File: config.mk
export PLATFORM = sky130hd
export DESIGN_NAME = instr_fetch_unit
export DESIGN_NICKNAME = d
export VERILOG_FILES = /design/src/rtl/fetch_pkg.sv /design/src/rtl/fetch_fifo.sv /design/src/rtl/instr_fetch_unit.sv
export SDC_FILE = /design/constraint.sdc
export NUM_CORES = 1
export LEC_CHECK = 0
export ABC_AREA = 1
export BUFFER_PORTS_ARGS = -buffer_cell sky130_fd_sc_hd__buf_2
export CAP_MARGIN = 5
export CORE_MARGIN = 3
export CORE_UTILIZATION = 40
export CTS_CLUSTER_DIAMETER = 200
export DETAILED_ROUTE_END_ITERATION = 12
export PLACE_DENSITY = 0.62
export SLEW_MARGIN = 20
export SYNTH_ARGS = -nofsm -noshare
export SYNTH_HDL_FRONTEND = slang
export SYNTH_SLANG_ARGS = --single-unit
export TNS_END_PERCENT = 5
File: constraint.sdc
create_clock -name clk -period 2.55 [get_ports clk]
set_clock_uncertainty 0.2 [all_clocks]
set_input_delay 0.255 -clock clk [delete_from_list [all_inputs] [get_ports clk]]
set_output_delay 0.255 -clock clk [all_outputs]
set_load 0.1 [all_outputs]
File: src/rtl/fetch_pkg.sv
// Shared constants and entry type for the instruction fetch stage.
package fetch_pkg;

    localparam int unsigned FETCH_XLEN    = 32;
    localparam int unsigned INSTR_BYTES   = 4;
    localparam logic [1:0]  PC_ALIGN_MASK = 2'b11;

    // Prefetch entry at the default machine width; the fetch unit derives its own from XLEN.
    typedef struct packed {
        logic [FETCH_XLEN-1:0] pc;
        logic [FETCH_XLEN-1:0] instr;
    } fetch_entry_t;

endpackage

File: src/rtl/fetch_fifo.sv
// Prefetch FIFO: synchronous push/pop with flush, head read straight from the storage registers.
module fetch_fifo #(
    parameter int unsigned WIDTH = 64,
    parameter int unsigned DEPTH = 4,
    parameter int unsigned CNT_W = $clog2(DEPTH) + 1
) (
    input  logic             clk,
    input  logic             rst_n,
    input  logic             flush,
    input  logic             push,
    input  logic [WIDTH-1:0] din,
    input  logic             pop,
    output logic [WIDTH-1:0] dout,
    output logic             empty,
    output logic [CNT_W-1:0] count
);

    localparam int unsigned PTR_W = $clog2(DEPTH);

    logic [WIDTH-1:0] mem [DEPTH];
    logic [PTR_W-1:0] wr_ptr;
    logic [PTR_W-1:0] rd_ptr;
    logic             full;
    logic             do_pop;

    assign empty  = (count == '0);
    assign full   = (count == CNT_W'(DEPTH));
    assign do_pop = pop && !empty;
    assign dout   = mem[rd_ptr];

    always_ff @(posedge clk or negedge rst_n) begin
        if (!rst_n) begin
            wr_ptr <= '0;
            rd_ptr <= '0;
            count  <= '0;
            for (int unsigned i = 0; i < DEPTH; i++) begin
                mem[i] <= '0;
            end
        end else if (flush) begin
            wr_ptr <= '0;
            rd_ptr <= '0;
            count  <= '0;
        end else begin
            if (push) begin
                mem[wr_ptr] <= din;
                wr_ptr      <= wr_ptr + PTR_W'(1);
            end
            if (do_pop) begin
                rd_ptr <= rd_ptr + PTR_W'(1);
            end
            count <= count + CNT_W'(push) - CNT_W'(do_pop);
        end
    end

    // The issue credit rule keeps pushes off a full FIFO unless the head leaves in the same cycle.
    always_ff @(posedge clk) begin
        if (push && !flush) begin
            assert (!full || pop);
        end
    end

endmodule

File: src/rtl/instr_fetch_unit.sv
// Pipelined instruction fetch: PC register, credit-limited memory requests, stale-response
// dropping after redirect, and a prefetch FIFO toward decode.
module instr_fetch_unit
    import fetch_pkg::*;
#(
    parameter int unsigned      XLEN       = 32,
    parameter logic [XLEN-1:0]  RESET_PC   = '0,
    parameter int unsigned      FIFO_DEPTH = 4,
    parameter int unsigned      CNT_W      = $clog2(FIFO_DEPTH) + 1
) (
    input  logic            clk,
    input  logic            rst_n,
    input  logic            fetch_en,
    input  logic            redirect_valid,
    input  logic [XLEN-1:0] redirect_pc,
    output logic            mem_req_valid,
    input  logic            mem_req_ready,
    output logic [XLEN-1:0] mem_req_addr,
    input  logic            mem_resp_valid,
    input  logic [XLEN-1:0] mem_resp_data,
    output logic            instr_valid,
    input  logic            instr_ready,
    output logic [XLEN-1:0] instr_out,
    output logic [XLEN-1:0] instr_pc
);

    typedef struct packed {
        logic [XLEN-1:0] pc;
        logic [XLEN-1:0] instr;
    } entry_t;

    localparam logic [XLEN-1:0] PC_STEP   = XLEN'(INSTR_BYTES);
    localparam logic [XLEN-1:0] ALIGN_CLR = ~XLEN'(PC_ALIGN_MASK);

    logic [XLEN-1:0]  fetch_pc;
    logic [XLEN-1:0]  resp_pc;
    logic [XLEN-1:0]  redirect_aligned;
    logic [CNT_W-1:0] outstanding;
    logic [CNT_W-1:0] outstanding_next;
    logic [CNT_W-1:0] drop_cnt;
    logic [CNT_W-1:0] fifo_count;
    logic [CNT_W:0]   in_use;
    logic             req_fire;
    logic             resp_keep;
    logic             fifo_empty;
    entry_t           push_entry;
    entry_t           head_entry;

    // Every issued request reserves a FIFO slot until its instruction is popped or dropped.
    assign in_use        = {1'b0, outstanding} + {1'b0, fifo_count};
    assign mem_req_valid = rst_n && fetch_en && !redirect_valid
                           && (in_use < (CNT_W+1)'(FIFO_DEPTH));
    assign mem_req_addr  = fetch_pc;

    assign req_fire         = mem_req_valid && mem_req_ready;
    assign resp_keep        = mem_resp_valid && (drop_cnt == '0) && !redirect_valid;
    assign outstanding_next = outstanding + CNT_W'(req_fire) - CNT_W'(mem_resp_valid);
    assign redirect_aligned = redirect_pc & ALIGN_CLR;

    always_ff @(posedge clk or negedge rst_n) begin
        if (!rst_n) begin
            fetch_pc    <= RESET_PC;
            resp_pc     <= RESET_PC;
            outstanding <= '0;
            drop_cnt    <= '0;
        end else begin
            outstanding <= outstanding_next;
            if (redirect_valid) begin
                // Everything still in flight after this cycle belongs to the abandoned path.
                fetch_pc <= redirect_aligned;
                resp_pc  <= redirect_aligned;
                drop_cnt <= outstanding_next;
            end else begin
                if (req_fire) begin
                    fetch_pc <= fetch_pc + PC_STEP;
                end
                if (resp_keep) begin
                    resp_pc <= resp_pc + PC_STEP;
                end else if (mem_resp_valid) begin
                    drop_cnt <= drop_cnt - CNT_W'(1);
                end
            end
        end
    end

    always_comb begin
        push_entry       = '0;
        push_entry.pc    = resp_pc;
        push_entry.instr = mem_resp_data;
    end

    fetch_fifo #(
        .WIDTH (2*XLEN),
        .DEPTH (FIFO_DEPTH),
        .CNT_W (CNT_W)
    ) u_fifo (
        .clk   (clk),
        .rst_n (rst_n),
        .flush (redirect_valid),
        .push  (resp_keep),
        .din   (push_entry),
        .pop   (instr_ready),
        .dout  (head_entry),
        .empty (fifo_empty),
        .count (fifo_count)
    );

    assign instr_valid = !fifo_empty;
    assign instr_out   = head_entry.instr;
    assign instr_pc    = head_entry.pc;

endmodule

==> flow_metrics.py <==
metrics = {
    "logic_synthesis": {
        "yosys_warnings": 0,
        "synthSimpleGateAreaFrac": 0.209,
        "synth_compound_area_frac": 0.181,
        "syn_area_mm2": 0.0158,
        "avgSynthCellArea_um2": 8.16,
        "synth_cells": 1932,
        "synth_edf_count": 0,
        "synth_top_family_by_area": "simple AND/OR/NAND/NOR gates",
        "synth_ff_type": "dfrtp_1",
        "yosys.area_share.xor_xnor": 0.00667,
        "synthAdderAreaFrac": 0.0137,
        "synth_top_area_cell": "dfrtp_1",
        "yosys-top-cells-area": "dfrtp_1 (51%), nand2_1 (11%), o21ai_1 (7.5%)",
        "async_reset_ff_frac": 1.00,
        "muxShareOfSynthArea": 0,
        "ys_ff_latch": 321,
        "seq_area_frac_synth": 0.510,
        "synthDominantCellAreaShare": 0.510,
        "netlist-cell-type-count": 47,
    },
    "critical_path": {
        "cp-endpoint": "drop_cnt[2]",
        "rr_endpoint": "drop_cnt[2]",
        "critical-path-top-delay-family": "adder cells",
        "path_max_fanout": 2,
        "critPathLaunchType": "flop",
        "r2r_cells": 13,
        "cp_cell_sequence": "ha_1, inv_1, nand2_2, nor2_4, nand4_4, ha_4, inv_2, ha_4, fa_2, xnor2_2, xor2_1, nor2_1, o22ai_1",
        "crit_top_cell": "ha_4",
        "cp.depth": 13,
        "path_buf_inv": 2,
        "crit_required_ps": 2790,
        "criticalPathCategory": "reg -> reg",
        "reg2reg_slack_ps": -60,
        "timing.rr.start": "u_fifo.count[2]",
        "end_kind": "flop",
        "slowest_delay_ps": 380,
        "cp_data_arrival_time_ps": 2850,
        "crit_slowest_cell": "dfrtp_1",
        "critPathLaunch": "u_fifo.count[2]",
    },
    "power_and_ir_drop": {
        "pwr-share-comb": 0.525,
        "internal-power_mw": 13.5,
        "pwr-share-seq": 0.266,
        "switching_share": 0.479,
        "p_clk_frac": 0.209,
        "p_leak_nw": 9.42,
        "power_density_mw_per_mm2": 1300,
        "power.switching_mw": 12.4,
        "peakVddDrop_mv": 0.760,
    },
    "detailed_routing": {
        "vias_per_cell": 5.22,
        "dr.pass1.iters": 5,
        "drt_iter0_markers": 1073,
        "wl_um": 45200,
        "drc": 0,
        "drtAntennaViolNets": 0,
        "vias": 14000,
        "wl_per_cell_um": 16.9,
    },
    "placement": {
        "hpwl_um": 28700,
        "placed_cells": 2541,
        "portBuffers": 162,
        "place_congestion": 0.881,
    },
    "timing": {
        "setup_viol": 1,
        "relSlewSlack": 0.339,
        "worst_slack_ps": -64.3,
        "min_period_over_period": 1.03,
        "max_freq_mhz": 383,
        "finalHoldViolations": 0,
        "worstMarginPinSlew_ps": 991,
        "tns_ps": -64.3,
        "fin_crit_ps": 2610,
        "rsz0062_at_grt": "true",
        "drv_slew": 0,
    },
    "floorplan": {
        "core_mm2": 0.0388,
        "die_w_um": 205,
        "die_h_um": 205,
        "dieArea_mm2": 0.0418,
        "ioPinCount": 169,
        "start_util": 0.406,
        "num_rows": 72,
    },
    "clock_tree": {
        "cts.sinks": 321,
        "clk_path_buf_depth": 3,
        "clkTransAtPathRegs_ps": 50,
        "ctsHtreeMaxLevel": 2,
        "root_buffer": "clkbuf_16",
        "cts_made_buffers": 37,
        "worstSkewPairLatency_ps": 520,
        "cts_tree": "done",
    },
    "final_layout": {
        "layout.nets": 2218,
        "n_fill_cell": 3706,
        "layout_common_cells": "nand2_1 (461), dfrtp_1 (319), o21ai_1 (238), nor2_1 (209), o21ai_0 (160)",
        "layout_commonest_cell": "nand2_1",
        "syn_to_final_growth_pct": 26.7,
        "n_antenna_cell": 0,
        "drive_gt1_frac": 0.164,
        "multi_input_area_mm2": 0.00675,
        "final_cells": 2677,
        "regArea_mm2": 0.00804,
    },
    "status": {
        "violations": "negative setup slack",
        "status": "complete, but fails checks",
    },
    "global_routing": {
        "overflow": 0,
        "antenna_found_initial": 0,
        "groute.usage.overall": 0.216,
        "grt_max_degree": 171,
        "grt_pass1_wl_um": 73400,
        "grt_pass1_vias": 13700,
    },
    "worst_hold_path": {
        "hold_class": "in -> reg",
        "hold_path_depth": 5,
    },
    "run": {
        "drv_cap": 0,
    },
}
logic make-up after synthesis:
group                    Yosys count
AO/OA/AOI/OAI                    535
AND/OR/NAND/NOR                  797
buffers and inverters            250
other                              1
flip-flops                       321
XOR/XNOR                          12
adder cells (fa/ha/maj)           16
tightest hold or removal path, delay by kind of cell:
| kind | cells | cell delay [ps] |
|---|---|---|
| AOI/OAI and AO/OA | 1 | 60 |
| buffers and inverters | 1 | 150 |
| and+or+nand+nor | 3 | 250 |
synthesized netlist by cell type, drive strengths merged, types with 12 or more instances:
library cell and count:
nand2 473, a21oi 41, o21ai 406, buf 66, clkbuf 49, nor2 222
o211ai 14, nand3 73, ha 14, dfrtp 321, inv 132, o22ai 63
nand4 12
power by group through the flow:
stage                     Clock [mW]  Combinational, mW  Sequential, mW
after floorplan                    0               8.72            7.25
after global placement             0               12.7            6.92
after detailed placement           0               12.8            6.95
after CTS                       5.56               13.5            6.88
after global routing            5.76               14.4            7.04
final                           5.42               13.6            6.90
how the worst min path moves through the flow:
| stage | end | from | slack (ps) |
|---|---|---|---|
| floorplan | drop_cnt[0] | rst_n | -240 |
| global placement | u_fifo.mem[191] | u_fifo.mem[191] | 260 |
| detailed placement | u_fifo.mem[191] | u_fifo.mem[191] | 260 |
| CTS | drop_cnt[1] | mem_resp_valid | 10 |
| global route | drop_cnt[1] | mem_resp_valid | 60 |
| finish | u_fifo.wr_ptr[1] | mem_resp_valid | 50 |
layer usage:
metal  GRT usage  up-vias  wire length (um)
li1            -     6778                 -
met1       0.299     6728             20300
met2       0.361      402             21600
met3      0.0311       66              2420
met4      0.0538        0               864
met5           0        -                 0
what timing repair did:
action | in CTS | in global routing
gates cloned | 2 | 0
pin swaps | 7 | 4
setup endpoints to repair | 55 | 59
resized for setup | 62 | 35
hold buffers | 64 | 0
hold endpoints to repair | 511 | 0
buffers inserted | 3 | 0
state kept, by name, indices dropped and copies added (netlist names):
name           flops
u_fifo.count       3
u_fifo.rd_ptr      2
mem_req_addr      30
u_fifo.mem       248
drop_cnt           3
outstanding        3
u_fifo.wr_ptr      2
resp_pc           30
area by class of cell:
cell class,instances,area share
well taps,518,0.0325
repair buffers,272,0.138
flip-flops and latches,321,0.403
clock buffers,58,0.0580
inverters,135,0.0265
clock inverters,9,0.00495
multi-input cells,1364,0.338
per-stage QoR:
stage	cell area, um2	total power [mW]	util	setup WS, ps	hold slack (ps)
6_report	20000	26.0	0.514	-64.3	52.8
5_1_grt	20000	27.2	0.514	-254	63.7
4_1_cts	19800	25.9	0.509	-138	10.2
3_5_place_dp	17600	19.7	0.453	-211	262
3_3_place_gp	17600	19.6	0.453	-200	262
2_1_floorplan	15800	16.0	-	-385	-241
Note: power is estimated with default switching activity, not from simulation.
